### src/rtl/sfla40_16x8bw16_pkg.sv
// Shared constants, entry layout and operation decode for the sfla40_16x8bw16 ternary CAM.
package sfla_pkg;

  localparam int WORDS  = 16;
  localparam int BITS   = 8;
  localparam int ADDR_W = 4;
  localparam int BANKS  = 1;

  typedef struct packed {
    logic [BITS-1:0] data;
    logic [BITS-1:0] care;
    logic            valid;
  } entry_t;

  typedef enum logic [2:0] {
    OP_NONE,
    OP_FLUSH,
    OP_WR,
    OP_RD,
    OP_CMP
  } op_t;

  // At most one operation runs per edge; FLUSH outranks WR, RD, CMP in that order.
  function automatic op_t decode_op(input logic             cs,
                                    input logic [BANKS-1:0] cbe,
                                    input logic             flush,
                                    input logic             wr,
                                    input logic             rd,
                                    input logic             cmp);
    if (!cs || (cbe != '0)) return OP_NONE;
    if (flush)              return OP_FLUSH;
    if (wr)                 return OP_WR;
    if (rd)                 return OP_RD;
    if (cmp)                return OP_CMP;
    return OP_NONE;
  endfunction

endpackage

### src/rtl/sfla40_16x8bw16_if.sv
// Command/data bus of the sfla40_16x8bw16 CAM; the controller drives it as master.
interface sfla40_16x8bw16_if;
  import sfla_pkg::*;

  logic              i_cs;
  logic              i_flush;
  logic              i_vbe;
  logic              i_dcs;
  logic              i_wr;
  logic              i_rd;
  logic              i_cmp;
  logic [BITS-1:0]   i_di;
  logic [BITS-1:0]   i_mskb;
  logic              i_vbi;
  logic [ADDR_W-1:0] i_a;
  logic [BANKS-1:0]  i_cbe;
  logic [BITS-1:0]   o_do;
  logic              o_vbo;
  logic              o_hit;
  logic [WORDS-1:0]  o_hitline;

  modport master (
    output i_cs, i_flush, i_vbe, i_dcs, i_wr, i_rd, i_cmp,
           i_di, i_mskb, i_vbi, i_a, i_cbe,
    input  o_do, o_vbo, o_hit, o_hitline
  );

  modport slave (
    input  i_cs, i_flush, i_vbe, i_dcs, i_wr, i_rd, i_cmp,
           i_di, i_mskb, i_vbi, i_a, i_cbe,
    output o_do, o_vbo, o_hit, o_hitline
  );

endinterface

### src/rtl/sfla40_16x8bw16_match_line.sv
// One CAM line compare plus one link of the lowest-index priority chain.
// SFLA_HITLINE_PRIO_EN: suppress this line when any lower-index line already matched.
module sfla_match_line
  import sfla_pkg::*;
(
  input  entry_t          i_entry,
  input  logic [BITS-1:0] i_key,
  input  logic [BITS-1:0] i_mask,
  input  logic            i_above,
  output logic            o_line,
  output logic            o_above
);

  logic w_match;

  // A bit disagrees only when both the search mask and the stored care bit select it.
  assign w_match = i_entry.valid &&
                   (((i_entry.data ^ i_key) & i_entry.care & i_mask) == '0);

  assign o_above = i_above | w_match;

`ifdef SFLA_HITLINE_PRIO_EN
  assign o_line = w_match & ~i_above;
`else
  assign o_line = w_match;
`endif

endmodule

### src/rtl/sfla40_16x8bw16.sv
// sfla40_16x8bw16: 16x8 ternary CAM with bit-masked write, read, masked compare and flush.
// Optional macro SFLA_HITLINE_PRIO_EN makes HITLINE one-hot on the lowest-index match.
module sfla40_16x8bw16
  import sfla_pkg::*;
(
  input  logic             CK,
  input  logic             RST,
  sfla40_16x8bw16_if.slave bus
);

  entry_t           r_mem [WORDS];
  logic [BITS-1:0]  r_do;
  logic             r_vbo;
  logic             r_hit;
  logic [WORDS-1:0] r_hitline;

  op_t              w_op;
  logic             w_addr_ok;
  entry_t           w_sel;
  logic [WORDS-1:0] w_hitline;
  logic [WORDS:0]   w_above;

  assign w_op  = decode_op(bus.i_cs, bus.i_cbe, bus.i_flush, bus.i_wr, bus.i_rd, bus.i_cmp);
  assign w_sel = r_mem[bus.i_a];

  generate
    if (WORDS < (1 << ADDR_W)) begin : g_partial_map
      assign w_addr_ok = (32'(bus.i_a) < WORDS);
    end else begin : g_full_map
      assign w_addr_ok = 1'b1;
    end
  endgenerate

  // The chain's final carry is the OR of raw matches, which equals HIT in either HITLINE mode.
  assign w_above[0] = 1'b0;
  for (genvar i = 0; i < WORDS; i++) begin : g_line
    sfla_match_line u_line (
      .i_entry (r_mem[i]),
      .i_key   (bus.i_di),
      .i_mask  (bus.i_mskb),
      .i_above (w_above[i]),
      .o_line  (w_hitline[i]),
      .o_above (w_above[i+1])
    );
  end

  // NOTE: the array is flops, not SRAM, so the async reset may clear every entry at once.
  // NOTE: non-blocking assignments keep each edge's reads on pre-edge contents.
  always_ff @(posedge CK or posedge RST) begin
    if (RST) begin
      for (int i = 0; i < WORDS; i++) r_mem[i] <= '0;
      r_do      <= '0;
      r_vbo     <= 1'b0;
      r_hit     <= 1'b0;
      r_hitline <= '0;
    end else begin
      case (w_op)
        OP_FLUSH: begin
          for (int i = 0; i < WORDS; i++) r_mem[i].valid <= 1'b0;
          r_hit     <= 1'b0;
          r_hitline <= '0;
        end
        OP_WR: begin
          if (w_addr_ok) begin
            if (bus.i_dcs)
              r_mem[bus.i_a].data <= (w_sel.data & ~bus.i_mskb) | (bus.i_di & bus.i_mskb);
            else
              r_mem[bus.i_a].care <= (w_sel.care & ~bus.i_mskb) | (bus.i_di & bus.i_mskb);
            if (bus.i_vbe) r_mem[bus.i_a].valid <= bus.i_vbi;
          end
        end
        OP_RD: begin
          r_do  <= !w_addr_ok ? '0 : (bus.i_dcs ? w_sel.data : w_sel.care);
          r_vbo <= w_addr_ok & bus.i_vbe & w_sel.valid;
        end
        OP_CMP: begin
          r_hit     <= w_above[WORDS];
          r_hitline <= w_hitline;
        end
        default: ;
      endcase
    end
  end

  assign bus.o_do      = r_do;
  assign bus.o_vbo     = r_vbo;
  assign bus.o_hit     = r_hit;
  assign bus.o_hitline = r_hitline;

endmodule

### src/flat_wrapper.sv
// flat-port wrapper written by rule: the top's interface ports become plain ports
module sfla40_16x8bw16_flat import sfla_pkg::*;
  (CK, RST, bus_i_cs, bus_i_flush, bus_i_vbe, bus_i_dcs, bus_i_wr, bus_i_rd, bus_i_cmp, bus_i_di, bus_i_mskb, bus_i_vbi, bus_i_a, bus_i_cbe, bus_o_do, bus_o_vbo, bus_o_hit, bus_o_hitline);
  sfla40_16x8bw16_if bus_i ();
  input  logic CK;
  input  logic RST;
  input wire logic [$bits(bus_i.i_cs)-1:0] bus_i_cs;
  input wire logic [$bits(bus_i.i_flush)-1:0] bus_i_flush;
  input wire logic [$bits(bus_i.i_vbe)-1:0] bus_i_vbe;
  input wire logic [$bits(bus_i.i_dcs)-1:0] bus_i_dcs;
  input wire logic [$bits(bus_i.i_wr)-1:0] bus_i_wr;
  input wire logic [$bits(bus_i.i_rd)-1:0] bus_i_rd;
  input wire logic [$bits(bus_i.i_cmp)-1:0] bus_i_cmp;
  input wire logic [$bits(bus_i.i_di)-1:0] bus_i_di;
  input wire logic [$bits(bus_i.i_mskb)-1:0] bus_i_mskb;
  input wire logic [$bits(bus_i.i_vbi)-1:0] bus_i_vbi;
  input wire logic [$bits(bus_i.i_a)-1:0] bus_i_a;
  input wire logic [$bits(bus_i.i_cbe)-1:0] bus_i_cbe;
  output wire logic [$bits(bus_i.o_do)-1:0] bus_o_do;
  output wire logic [$bits(bus_i.o_vbo)-1:0] bus_o_vbo;
  output wire logic [$bits(bus_i.o_hit)-1:0] bus_o_hit;
  output wire logic [$bits(bus_i.o_hitline)-1:0] bus_o_hitline;
  assign bus_i.i_cs = bus_i_cs;
  assign bus_i.i_flush = bus_i_flush;
  assign bus_i.i_vbe = bus_i_vbe;
  assign bus_i.i_dcs = bus_i_dcs;
  assign bus_i.i_wr = bus_i_wr;
  assign bus_i.i_rd = bus_i_rd;
  assign bus_i.i_cmp = bus_i_cmp;
  assign bus_i.i_di = bus_i_di;
  assign bus_i.i_mskb = bus_i_mskb;
  assign bus_i.i_vbi = bus_i_vbi;
  assign bus_i.i_a = bus_i_a;
  assign bus_i.i_cbe = bus_i_cbe;
  assign bus_o_do = bus_i.o_do;
  assign bus_o_vbo = bus_i.o_vbo;
  assign bus_o_hit = bus_i.o_hit;
  assign bus_o_hitline = bus_i.o_hitline;
  sfla40_16x8bw16 u_core (.CK(CK), .RST(RST), .bus(bus_i));
endmodule
### config.mk
export PLATFORM = sky130hd
export DESIGN_NAME = sfla40_16x8bw16_flat
export DESIGN_NICKNAME = d
export VERILOG_FILES = /design/src/rtl/sfla40_16x8bw16_pkg.sv /design/src/rtl/sfla40_16x8bw16_if.sv /design/src/rtl/sfla40_16x8bw16_match_line.sv /design/src/rtl/sfla40_16x8bw16.sv /design/src/flat_wrapper.sv
export SDC_FILE = /design/constraint.sdc
export NUM_CORES = 1
export LEC_CHECK = 0
export CORE_MARGIN = 1.5
export CORE_UTILIZATION = 40
export CTS_CLUSTER_SIZE = 12
export DETAILED_ROUTE_END_ITERATION = 7
export PLACE_DENSITY = 0.64
export SLEW_MARGIN = 20
export SYNTH_ARGS = -nofsm -noshare
export SYNTH_HDL_FRONTEND = slang
export SYNTH_HIERARCHICAL = 1
export SYNTH_SLANG_ARGS = --single-unit
### constraint.sdc
create_clock -name CK -period 29.2 [get_ports CK]
set_clock_uncertainty 0.05 [all_clocks]
set_input_delay 4.38 -clock CK [delete_from_list [all_inputs] [get_ports CK]]
set_output_delay 4.38 -clock CK [all_outputs]
set_load 0.02 [all_outputs]
==> impl_results.md <==
- DRT Pass-1 Iters: 8
- Period utilization: 0.2799
- Slew Viols, Final: 0
- Placed cells: 2001
- Startpoint type of the worst setup path: primary input
- Max_cap viols: 0
- Synth warn: 6
- Clock Path Buffers: 3
- Core area: 42130 µm²
- Critical path type: in2reg
- Routability-driven placement congestion ratio: 0.9188
- Hpwl dp: 36.74 mm
- Syn Inst Count: 1470
- Post-Syn Area: 17150 µm²
- Drt via density: 6.236
- Area grow syn2layout: 11.17%
- Worst setup EP type: flop
- Max_slew headroom: 0.2583
- Hold Path Depth: 2
- Routed via count: 12890
- WL final: 54.00 mm
- Cell Rows: 75
- DRC: 0
- CP Data Required Time: 29.61 ns
- Worst reg2reg path depth: 36
- Die height: 210.0 µm
- First-pass GRT wire length: 81.40 mm
- Clock sinks: 298
- Largest net degree at the start of global routing: 124
- Syn Area/Cell: 11.66 µm²
- Post-CTS setup buffers: 0
- Hold_buf cts: 0
- Worst VDD drop: 0.04919 mV
- Status: finished, final reports clean
- Finished Core Util: 0.4524
- Initial Util: 0.4069
- CTS tree: built
- RSZ-0062 raised after global routing: no
- Vias in the first global route: 12650
- Cts bufs inserted: 35
- Tmin final: 8.174 ns
- Min-delay worst type: reg2reg
- PostCTS Resize Cnt: 0
- DIE WIDTH: 210.0 µm
- Synth cell types: 59
- GRT Total Usage: 0.2471
- Ys async rst share: 1.000
- Initial antenna violation count: 0
- Antenna-violating nets left: 0
- Count of nets after finishing: 1536
- Main synth FF type: dfrtp_1
- R2r setup slk: 25.63 ns
- Share of cells above drive strength 1: 0.2323
- Number of enable flip-flop cells after synthesis: 0
- Cell mode on critical path: o31ai_1
- Clock-pin slew on the worst setup and hold paths: 0.06 ns
- Most frequent cells in the layout: dfrtp_1 (298), nand2_1 (196), nand3_1 (146), mux2_2 (119), xor2_1 (112)
- Io pins: 57
- Final Hold Fails: 0
- Register area share after synthesis: 0.4349
- Die ar.: 44110 µm²
- Antenna diodes: 0
- Number of I/O port buffers: 56
- WL per Instance: 26.12 µm
- Endpoints failing setup: 0
- DRT iter0 DRCs: 1357
- GRT Residual Overflow: 0
- Worst Path Max Fanout: 17
- H-tree levels: 2
- Power Dens Cells: 52.73 nW/µm²
- Leak pwr: 8.557 nW
- Register bit total from synthesis: 298
- Total negative slack: 0 ns
- Worst Tran Pin Value: 1.109 ns
- Root buffer cell: clkbuf_16
- Max Clk Rate: 122.3 MHz
- Post-Syn Nets: 1501
- Worst-skew pair later-pin latency: 0.52 ns
- Slowest-stage cell, CP: clkdlybuf4s50_1
- Cell Count, Final, Fillers Out: 2067
- CP peak stage delay: 0.93 ns
- Commonest non-fill, non-tap cell in the layout: dfrtp_1
- Crit path DAT: 8.58 ns
==> per-layer routing <==
layer / share of wire / vias up / GRT usage
li1: - / 5551 / -
met1: 0.42 / 6554 / 0.3388
met2: 0.46 / 653 / 0.3831
met3: 0.086 / 132 / 0.05602
met4: 0.036 / 0 / 0.09228
met5: 0 / - / 0
==> kinds of logic (layout without fill, tap and decap cells) <==
logic type	count (synthesis)	after routing	synth area share
other cells	1	1	0.0002187
xor+xnor	128	128	0.06539
mux	236	236	0.2042
buf+inv	114	172	0.04853
flops	298	298	0.4349
compound gates	244	244	0.1176
simple gates	449	449	0.1291
==> worst max-delay path, delay by kind of cell <==
kind / cells / cell delay [ns]
buffers and inverters: 16 / 1.96
AO/OA/AOI/OAI: 16 / 1.41
AND/OR/NAND/NOR: 4 / 0.46
XOR/XNOR: 1 / 0.37
==> stage by stage <==
step           instance area (µm²)  setup WS [ns]  power (mW)  hold slack [ns]
3_3_place_gp                 17830          20.63      0.5655           0.4207
5_1_grt                      19060          20.61       1.040           0.4715
3_5_place_dp                 17860          20.59      0.5688           0.4304
6_report                     19060          21.03       1.005           0.4388
2_1_floorplan                17150          16.54      0.5312           0.4279
4_1_cts                      19010          21.12       1.010           0.4439
==> cell usage after synthesis (9+ instances only) <==
cell      number  share of area
mux2i_1       37          0.022
clkbuf_1      27         0.0059
o21ai_0       48          0.014
mux2_4         9         0.0079
dfrtp_1      298           0.43
o31ai_2       37          0.027
buf_6         23          0.015
xor2_1       112          0.057
mux4_2        48          0.063
nor2_1        10         0.0022
nand2_1      196          0.043
mux2_2       119          0.078
inv_1         17         0.0037
nand3_1      146          0.043
buf_2         16         0.0047
nor2b_1       15         0.0055
nor3_1        16         0.0047
o31ai_1      107          0.047
a31oi_1       16         0.0058
xnor2_1       16         0.0082
nand4_1       26         0.0095
mux4_1        19          0.029
==> where the power goes <==
group,switching (mW),total [mW],internal [mW]
clock network,0.175,0.441,0.266
registers,0.0155,0.445,0.430
logic,0.0734,0.119,0.0452
==> final timing paths <==
| kind | startpoint | to |
|---|---|---|
| max in group asynchronous | RST | asynchronous set/reset pin |
| hold / removal | u_core/bus.o_vbo | u_core/bus.o_vbo |
| setup reg to reg | flop | u_core/bus.o_hit |
| min in group asynchronous | RST | u_core/bus.o_hitline[1] |
| hold reg to reg | u_core/bus.o_vbo | u_core/bus.o_vbo |
| setup / recovery | bus_i_di[6] | u_core/bus.o_hit |
==> layout make-up <==
cell class,count,area (µm²)
Clock buffer,51,1049
Clock inverter,9,98.84
Fill cell,3860,23070
Inverter,17,71.32
Multi-Input combinational cell,1058,8856
Sequential cell,298,7457
Tap cell,539,674.4
Timing Repair Buffer,95,854.6
Note: power is estimated with default switching activity, not from simulation.
